<file path="config.mk">
export PLATFORM = sky130hd
export DESIGN_NAME = pipe_stage_reg
export DESIGN_NICKNAME = d
export VERILOG_FILES = /design/src/rtl/cpu_pipe_pkg.sv /design/src/rtl/pipe_slot.sv /design/src/rtl/pipe_stage_reg.sv
export SDC_FILE = /design/constraint.sdc
export NUM_CORES = 1
export LEC_CHECK = 0
export CAP_MARGIN = 20
export CORE_MARGIN = 2
export CORE_UTILIZATION = 34
export DETAILED_ROUTE_END_ITERATION = 8
export PLACE_DENSITY = 0.59
export REMOVE_ABC_BUFFERS = 1
export SLEW_MARGIN = 40
export SYNTH_ARGS = -nofsm -noshare
export SYNTH_HDL_FRONTEND = slang
export SYNTH_SLANG_ARGS = --single-unit
export TNS_END_PERCENT = 50
</file>
<file path="constraint.sdc">
create_clock -name clk -period 15.1 [get_ports clk]
set_input_delay 4.53 -clock clk [delete_from_list [all_inputs] [get_ports clk]]
set_output_delay 4.53 -clock clk [all_outputs]
set_load 0.01 [all_outputs]
</file>
<file path="src/rtl/cpu_pipe_pkg.sv">
// cpu_pipe_pkg
//   Shared field layout for the pipelined CPU's inter-stage registers.
//   - Field widths used across all stages.
//   - Bundle widths and bit offsets for the ID/EX, EX/MEM and MEM/WB
//     control and data bundles.
//   The stage register itself treats the bundles as opaque. These constants
//   are for the stages that pack the bundles and unpack them again.
package cpu_pipe_pkg;

    // Basic field widths
    localparam int ALUOP_W    = 4;
    localparam int REG_ADDR_W = 5;
    localparam int WORD_W     = 32;
    localparam int OPCODE_W   = 6;
    localparam int FUNCT_W    = 6;
    localparam int SHAMT_W    = 5;

    // ID/EX control bundle (LSB first)
    localparam int IDEX_REGDST    = 0;
    localparam int IDEX_ALUOP_LSB = 1;
    localparam int IDEX_ALUSRCB   = IDEX_ALUOP_LSB + ALUOP_W;
    localparam int IDEX_ALUSRCA   = IDEX_ALUSRCB + 1;
    localparam int IDEX_MEMWRITE  = IDEX_ALUSRCA + 1;
    localparam int IDEX_MEMREAD   = IDEX_MEMWRITE + 1;
    localparam int IDEX_REGDATA   = IDEX_MEMREAD + 1;
    localparam int IDEX_REGWRITE  = IDEX_REGDATA + 1;
    localparam int IDEX_CTRL_W    = IDEX_REGWRITE + 1;     // 11

    // ID/EX data bundle (LSB first)
    localparam int IDEX_RD_LSB    = 0;
    localparam int IDEX_RT_LSB    = IDEX_RD_LSB + REG_ADDR_W;
    localparam int IDEX_RS_LSB    = IDEX_RT_LSB + REG_ADDR_W;
    localparam int IDEX_FUNCT_LSB = IDEX_RS_LSB + REG_ADDR_W;
    localparam int IDEX_IMM_LSB   = IDEX_FUNCT_LSB + FUNCT_W;
    localparam int IDEX_SHAMT_LSB = IDEX_IMM_LSB + WORD_W;
    localparam int IDEX_R2_LSB    = IDEX_SHAMT_LSB + SHAMT_W;
    localparam int IDEX_R1_LSB    = IDEX_R2_LSB + WORD_W;
    localparam int IDEX_OP_LSB    = IDEX_R1_LSB + WORD_W;
    localparam int IDEX_DATA_W    = IDEX_OP_LSB + OPCODE_W; // 128

    // EX/MEM control bundle
    localparam int EXMEM_MEMWRITE = 0;
    localparam int EXMEM_MEMREAD  = 1;
    localparam int EXMEM_REGDATA  = 2;
    localparam int EXMEM_REGWRITE = 3;
    localparam int EXMEM_CTRL_W   = 4;

    // EX/MEM data bundle: dest reg, store data, ALU result
    localparam int EXMEM_RD_LSB    = 0;
    localparam int EXMEM_STORE_LSB = EXMEM_RD_LSB + REG_ADDR_W;
    localparam int EXMEM_ALU_LSB   = EXMEM_STORE_LSB + WORD_W;
    localparam int EXMEM_DATA_W    = EXMEM_ALU_LSB + WORD_W; // 69

    // MEM/WB control bundle
    localparam int MEMWB_REGDATA  = 0;
    localparam int MEMWB_REGWRITE = 1;
    localparam int MEMWB_CTRL_W   = 2;

    // MEM/WB data bundle: dest reg, ALU result, load data
    localparam int MEMWB_RD_LSB  = 0;
    localparam int MEMWB_ALU_LSB = MEMWB_RD_LSB + REG_ADDR_W;
    localparam int MEMWB_MEM_LSB = MEMWB_ALU_LSB + WORD_W;
    localparam int MEMWB_DATA_W  = MEMWB_MEM_LSB + WORD_W;   // 69

    // Typed view of the ID/EX control bundle. Member order matches the
    // offsets above, so reg_dst lands on bit 0.
    typedef struct packed {
        logic               reg_write;
        logic               reg_data;
        logic               mem_read;
        logic               mem_write;
        logic               alu_src_a;
        logic               alu_src_b;
        logic [ALUOP_W-1:0] alu_op;
        logic               reg_dst;
    } idex_ctrl_t;

endpackage

</file>
<file path="src/rtl/pipe_slot.sv">
// pipe_slot
//   One pipeline entry: a valid bit, a control bundle and a data bundle.
//   clear has priority over load. A cleared slot holds a bubble: valid=0
//   and ctrl=0. Its data keeps its last value because downstream never
//   looks at data without control.
// Ports
//   clk, rst         clock, async active-high reset (zeroes everything)
//   load             capture load_ctrl/load_data and set valid
//   clear            drop the entry (valid=0, ctrl=0, data held)
//   load_ctrl/data   values to capture
//   valid/ctrl/data  current slot contents
module pipe_slot
    import cpu_pipe_pkg::*;
#(
    parameter int CTRL_W = IDEX_CTRL_W,
    parameter int DATA_W = IDEX_DATA_W
) (
    input  logic              clk,
    input  logic              rst,
    input  logic              load,
    input  logic              clear,
    input  logic [CTRL_W-1:0] load_ctrl,
    input  logic [DATA_W-1:0] load_data,
    output logic              valid,
    output logic [CTRL_W-1:0] ctrl,
    output logic [DATA_W-1:0] data
);

    always_ff @(posedge clk or posedge rst) begin
        if (rst) begin
            valid <= 1'b0;
            ctrl  <= '0;
            data  <= '0;
        end else if (clear) begin
            valid <= 1'b0;
            ctrl  <= '0;
        end else if (load) begin
            valid <= 1'b1;
            ctrl  <= load_ctrl;
            data  <= load_data;
        end
    end

endmodule

</file>
<file path="src/rtl/pipe_stage_reg.sv">
// pipe_stage_reg
//   Generic valid/ready register between two pipeline stages.
//   - SKID=1: a main slot plus a skid slot, with in_ready taken from a
//     flop so back-pressure does not ripple combinationally upstream.
//   - SKID=0: a single slot, with in_ready = out_ready || !out_valid.
//   flush kills every held entry and the incoming beat. out_ctrl is zero
//   whenever out_valid is low. stall_cnt counts cycles with out_valid=1
//   and out_ready=0, and saturates at all-ones.
// Ports
//   clk, rst              clock, async active-high reset
//   in_valid/in_ready     upstream handshake
//   in_ctrl/in_data       upstream bundles
//   out_valid/out_ready   downstream handshake
//   out_ctrl/out_data     downstream bundles
//   flush                 synchronous kill of all entries
//   stall_cnt             saturating stall-cycle counter
module pipe_stage_reg
    import cpu_pipe_pkg::*;
#(
    parameter int CTRL_W = IDEX_CTRL_W,
    parameter int DATA_W = IDEX_DATA_W,
    parameter int SKID   = 1,
    parameter int CNT_W  = 16
) (
    input  logic              clk,
    input  logic              rst,
    input  logic              in_valid,
    output logic              in_ready,
    input  logic [CTRL_W-1:0] in_ctrl,
    input  logic [DATA_W-1:0] in_data,
    output logic              out_valid,
    input  logic              out_ready,
    output logic [CTRL_W-1:0] out_ctrl,
    output logic [DATA_W-1:0] out_data,
    input  logic              flush,
    output logic [CNT_W-1:0]  stall_cnt
);

    logic              in_xfer;
    logic              out_xfer;

    // Main (output) slot controls. The mode branch below drives them.
    logic              main_load;
    logic              main_clear;
    logic [CTRL_W-1:0] main_ctrl_d;
    logic [DATA_W-1:0] main_data_d;

    logic              main_valid;
    logic [CTRL_W-1:0] main_ctrl;
    logic [DATA_W-1:0] main_data;

    assign in_xfer  = in_valid && in_ready;
    assign out_xfer = main_valid && out_ready;

    pipe_slot #(
        .CTRL_W (CTRL_W),
        .DATA_W (DATA_W)
    ) u_main (
        .clk       (clk),
        .rst       (rst),
        .load      (main_load),
        .clear     (main_clear),
        .load_ctrl (main_ctrl_d),
        .load_data (main_data_d),
        .valid     (main_valid),
        .ctrl      (main_ctrl),
        .data      (main_data)
    );

    assign out_valid = main_valid;
    assign out_ctrl  = main_ctrl;
    assign out_data  = main_data;

    generate
        if (SKID != 0) begin : g_skid
            logic              skid_load;
            logic              skid_clear;
            logic              skid_valid;
            logic [CTRL_W-1:0] skid_ctrl;
            logic [DATA_W-1:0] skid_data;
            logic              ready_q;

            pipe_slot #(
                .CTRL_W (CTRL_W),
                .DATA_W (DATA_W)
            ) u_skid (
                .clk       (clk),
                .rst       (rst),
                .load      (skid_load),
                .clear     (skid_clear),
                .load_ctrl (in_ctrl),
                .load_data (in_data),
                .valid     (skid_valid),
                .ctrl      (skid_ctrl),
                .data      (skid_data)
            );

            // While skid is occupied, in_ready is low, so no input transfer
            // can happen. The only move left is to promote skid into main
            // once main drains. With skid empty, a beat that arrives while
            // main is stuck parks in skid, and every other beat goes
            // straight to main. This includes the case where main drains
            // in the same cycle, so no bubble is inserted.
            always_comb begin
                main_load   = 1'b0;
                main_clear  = 1'b0;
                main_ctrl_d = in_ctrl;
                main_data_d = in_data;
                skid_load   = 1'b0;
                skid_clear  = 1'b0;
                if (flush) begin
                    main_clear = 1'b1;
                    skid_clear = 1'b1;
                end else if (skid_valid) begin
                    if (out_xfer) begin
                        main_load   = 1'b1;
                        main_ctrl_d = skid_ctrl;
                        main_data_d = skid_data;
                        skid_clear  = 1'b1;
                    end
                end else if (in_xfer) begin
                    if (main_valid && !out_ready) begin
                        skid_load = 1'b1;
                    end else begin
                        main_load = 1'b1;
                    end
                end else if (out_xfer) begin
                    main_clear = 1'b1;
                end
            end

            // in_ready registers the next-state emptiness of skid. It comes
            // out of reset high, so a beat can be taken on the first edge
            // after release.
            always_ff @(posedge clk or posedge rst) begin
                if (rst) begin
                    ready_q <= 1'b1;
                end else begin
                    ready_q <= !(skid_load || (skid_valid && !skid_clear));
                end
            end

            assign in_ready = ready_q;
        end else begin : g_single
            assign in_ready    = out_ready || !main_valid;
            assign main_ctrl_d = in_ctrl;
            assign main_data_d = in_data;
            assign main_load   = in_xfer && !flush;
            assign main_clear  = flush || (out_xfer && !in_xfer);
        end
    endgenerate

    // Stall counter: counts cycles where downstream refuses a valid beat.
    // It stops at all-ones instead of wrapping, and only rst clears it.
    always_ff @(posedge clk or posedge rst) begin
        if (rst) begin
            stall_cnt <= '0;
        end else if (main_valid && !out_ready && (stall_cnt != {CNT_W{1'b1}})) begin
            stall_cnt <= stall_cnt + {{(CNT_W-1){1'b0}}, 1'b1};
        end
    end

endmodule

</file>
==> results by stage <==
Floorplanning:
- The starting density of the core is 34.4%.
- In this run the horizontal extent of the chip is 196 um.
- In this run the count of I/O pins placed on the die edge is 301.
- Measured along the y axis, the die boundary spans 196 um.
- The area of the die is 0.0384 mm^2.
- The floorplan step defined a core boundary enclosing 0.0364 mm^2.
- The number of rows in the core area is 70.

Logic synthesis:
- The synthesized design contains 297 register bits.
- During synthesis, Yosys emitted a total of 0 warnings.
- The synthesized area per cell is 9.94 um^2.
- The share of Yosys cell area claimed by the top area cell type is 59.1%.
- Sorting the synthesized cells by how often they occur yields nand2_1, dfrtp_1, mux2i_1.
- The post-synthesis cell type with the largest combined area is dfrtp_1.
- The most used standard cell by instance count after synthesis is nand2_1.
- The post-synthesis cell area is 0.0125 mm^2.
- In this run, synthesis inferred 0 flip-flops with an integrated enable.
- The most used flip-flop cell after synthesis is dfrtp_1.
- The synthesized netlist contains 41 unique library cells.
- The share of synthesized area occupied by flip-flops and latches is 59.3%.
- The async set-or-reset flop fraction in the synthesized netlist is 100%.
- By area the synthesized netlist is led by dfrtp_1, nand2_1, mux2i_1.
- In the synthesized netlist, the number of instances is 1262.

Clock network:
- The clock net sink count is 297.
- Clock-pin slew was measured on the worst setup and hold paths at 0.06 ns.
- The number of H-tree levels is 2.
- The maximum number of buffers from clock root to sink is 3.
- The number of clock buffers added by TritonCTS is 34.
- TritonCTS built the clock tree.
- The tree is rooted in a clkbuf_16.
- The number of hold-repair buffers added at the cts stage is 0.
- After clock tree synthesis, the setup repair step added 0 buffers.
- For the worst-skew pair, the clock arrives at the later sink with an insertion delay of 0.50 ns.
- The number of resized instances in the post-cts repair step is 0.

Critical path:
- STA classifies the critical path startpoint as an input pin.
- Of all nets on the critical path, the largest fanout is 82.
- The required time of the critical path is 15.54 ns.
- The kind of capture point of the worst setup path is a flip-flop.
- The critical path class is input pin to flip-flop.
- Data arrives at the worst endpoint at 7.01 ns.
- The worst reg-to-reg path cell count is 6.

Timing:
- The actual transition at the worst max-transition pin is 0.821 ns.
- Setup violations remaining at the end of the flow were counted as 0.
- The worst path needs 6.58 ns of the cycle, external delays included.
- Headroom to the max-slew limit came out at 45.2%.
- The share of the cycle needed by the critical path after routing is 43.5%.
- The total negative slack is 0 ns.
- The hold violation total from the final report is 0.
- The number of max-slew violations in the final report is 0.
- The timing-limited maximum frequency is 0.152 GHz.
- Setup repair after global routing left no endpoint under its margin.
- For the final database, setup skew stands at 0.0139 ns.

Detailed routing:
- Before antenna repair, the detailed router went through 4 iterations.
- The post-detailed-route wirelength per cell is 15.9 um.
- After detailed routing, the number of remaining DRC violations is 0.
- The detailed router finished its first iteration with 495 violations.
- The ratio of routed vias to standard cells is 4.68.
- The final route contains 9486 vias.
- The remaining antenna violation count after routing is 0.
- For this block, the routed nets add up to 32300 um of wire.

Layout:
- The area added between synthesis and finish is 36.2%.
- After the last flow step, the layout net total stands at 1679.
- The fraction of final layout cells sized beyond drive strength 1 is 5.01%.
- Counting the fill cells in the layout gives 3430.

Power:
- The power density of the placed cells is 139 mW/mm^2.
- The sequential cell fraction of total power is 44.8%.
- The clock network fraction of design power is 36.3%.
- In this run switching power makes up 26.5% of total power.
- The worst IR drop on VDD is 0.0000870 V.
- Power comes to 2.38 mW.
- The portion of total power attributed to combinational logic is 18.9%.
- The leakage dissipation is 8.81 nW.
- The total net switching power is 630 uW.
- Internal power comes to 1.75 mW.

Min path:
- In this run the worst hold path is classified as flip-flop to flip-flop.
- Along the worst hold path, the cell count comes to 2.

GRT:
- The number of antenna violations at the first check in global routing was 3.
- The global router's overall resource usage is 16.7%.
- The first global-routing pass estimated 51700 um of wire.
- Entering global routing, the biggest net connects 127 pins.
- The via count of the first global-routing pass is 9369.
- The aggregate global routing overflow is 0.

Status:
- The flow ran to the end, and the final reports show no timing, DRC or antenna violations.

Run:
- The tool flagged a number of max-cap violations equal to 0.

Placement:
- Port buffering added 300 buffers.
- The detailed placement HPWL is 20400 um.
- Routability-driven placement finished with a final weighted congestion of 0.816.
==> kinds of logic (layout without fill, tap and decap cells) <==
kind of cell	count (synthesis)	count (layout)	share of synthesized area, %
and+or+nand+nor	568	568	18.0
DFF	297	297	59.3
AOI/OAI and AO/OA	164	164	7.04
muxes	142	142	11.4
buffers and inverters	81	377	3.62
xor gates and xnor gates	9	9	0.629
adders and majority gates	1	1	0.0998
other	0	2	0
==> power by group through the flow <==
stage          clock network [mW]  registers [mW]  logic (mW)
5_1_grt                     0.916            1.09       0.503
3_5_place_dp                    0            1.08       0.456
3_3_place_gp                    0            1.07       0.446
6_report                    0.862            1.06       0.450
2_1_floorplan                   0            1.09       0.176
4_1_cts                     0.888            1.07       0.458
==> stage by stage <==
stage               worst slack (ns)  area (um^2)  hold slack, ns  cells  util [%]
CTS                             8.44        17000           0.475   2025      46.8
floorplan                       2.37        12100           0.445   1186         -
global placement                7.81        15800           0.456   1964      43.4
detailed placement              7.90        15900           0.461   1965      43.5
finish                          8.52        17100           0.469   2028      46.9
global route                    8.36        17100           0.489   2026      46.9
==> worst paths after layout <==
kind	startpoint	slack (ns)	end
worst min-delay path	g_skid.u_skid.data[8]	0.47	g_skid.u_skid.data[8]
worst max-delay path	out_ready	8.52	g_skid.u_skid.data[16]
max in group asynchronous	rst	9.19	u_main.data[34]
worst min register to register	g_skid.u_skid.data[8]	0.47	g_skid.u_skid.data[8]
worst max register to register	in_ready	12.62	g_skid.u_skid.data[16]
min in group asynchronous	rst	4.56	stall_cnt[3]
==> state kept, by name, indices dropped and copies added (netlist names) <==
signal,cells
in_ready,1
g_skid.u_skid.ctrl,11
g_skid.u_skid.valid,1
stall_cnt,16
u_main.data,128
g_skid.u_skid.data,128
u_main.ctrl,11
u_main.valid,1
==> layout by cell type, fill, tap and decap left out, types with 2 or more instances in the layout <==
master           count
o21ai_1            118
and3_1               2
nand4_1              8
a21oi_1              5
clkbuf_8             9
and4_1               2
and2_1               2
buf_6                6
clkbuf_16           37
xnor2_1              7
nand2_1            530
nor4_1               2
diode_2              2
buf_4                3
nand3_1              9
inv_1                4
clkbuf_1             6
bufinv_16            3
mux2_2               3
nor2_1               3
xor2_1               2
a22o_1              11
buf_12               2
dfrtp_1            296
o21ai_0             23
clkdlybuf4s50_1    300
mux2i_1            139
clkinv_2             5
==> metal layers <==
layer	GRT usage, %	part of all wire [%]	up-vias
li1	-	-	4688
met1	23.0	46	4510
met2	25.8	45	236
met3	4.92	7.1	50
met4	4.01	1.9	2
met5	0	0.040	-
==> area by class of cell <==
type | instances | area [um^2] | share of cell area [%]
clock buffers | 52 | 1070 | 6.28
diodes | 2 | 5.00 | 0.0293
inverters | 5 | 31.3 | 0.183
well taps | 468 | 586 | 3.43
flip-flops and latches | 297 | 7430 | 43.5
repair buffers | 312 | 3160 | 18.5
multi-input cells | 884 | 4670 | 27.4
clock inverters | 8 | 115 | 0.674
==> worst max-delay path: stages <==
cell,delay (ns)
clkdlybuf4s50_1,0.55
nand2b_4,0.24
nor3_4,0.12
buf_4,0.57
buf_6,0.65
nand2_1,0.14
nand2_1,0.09
Power figures use the tool's default switching activity.
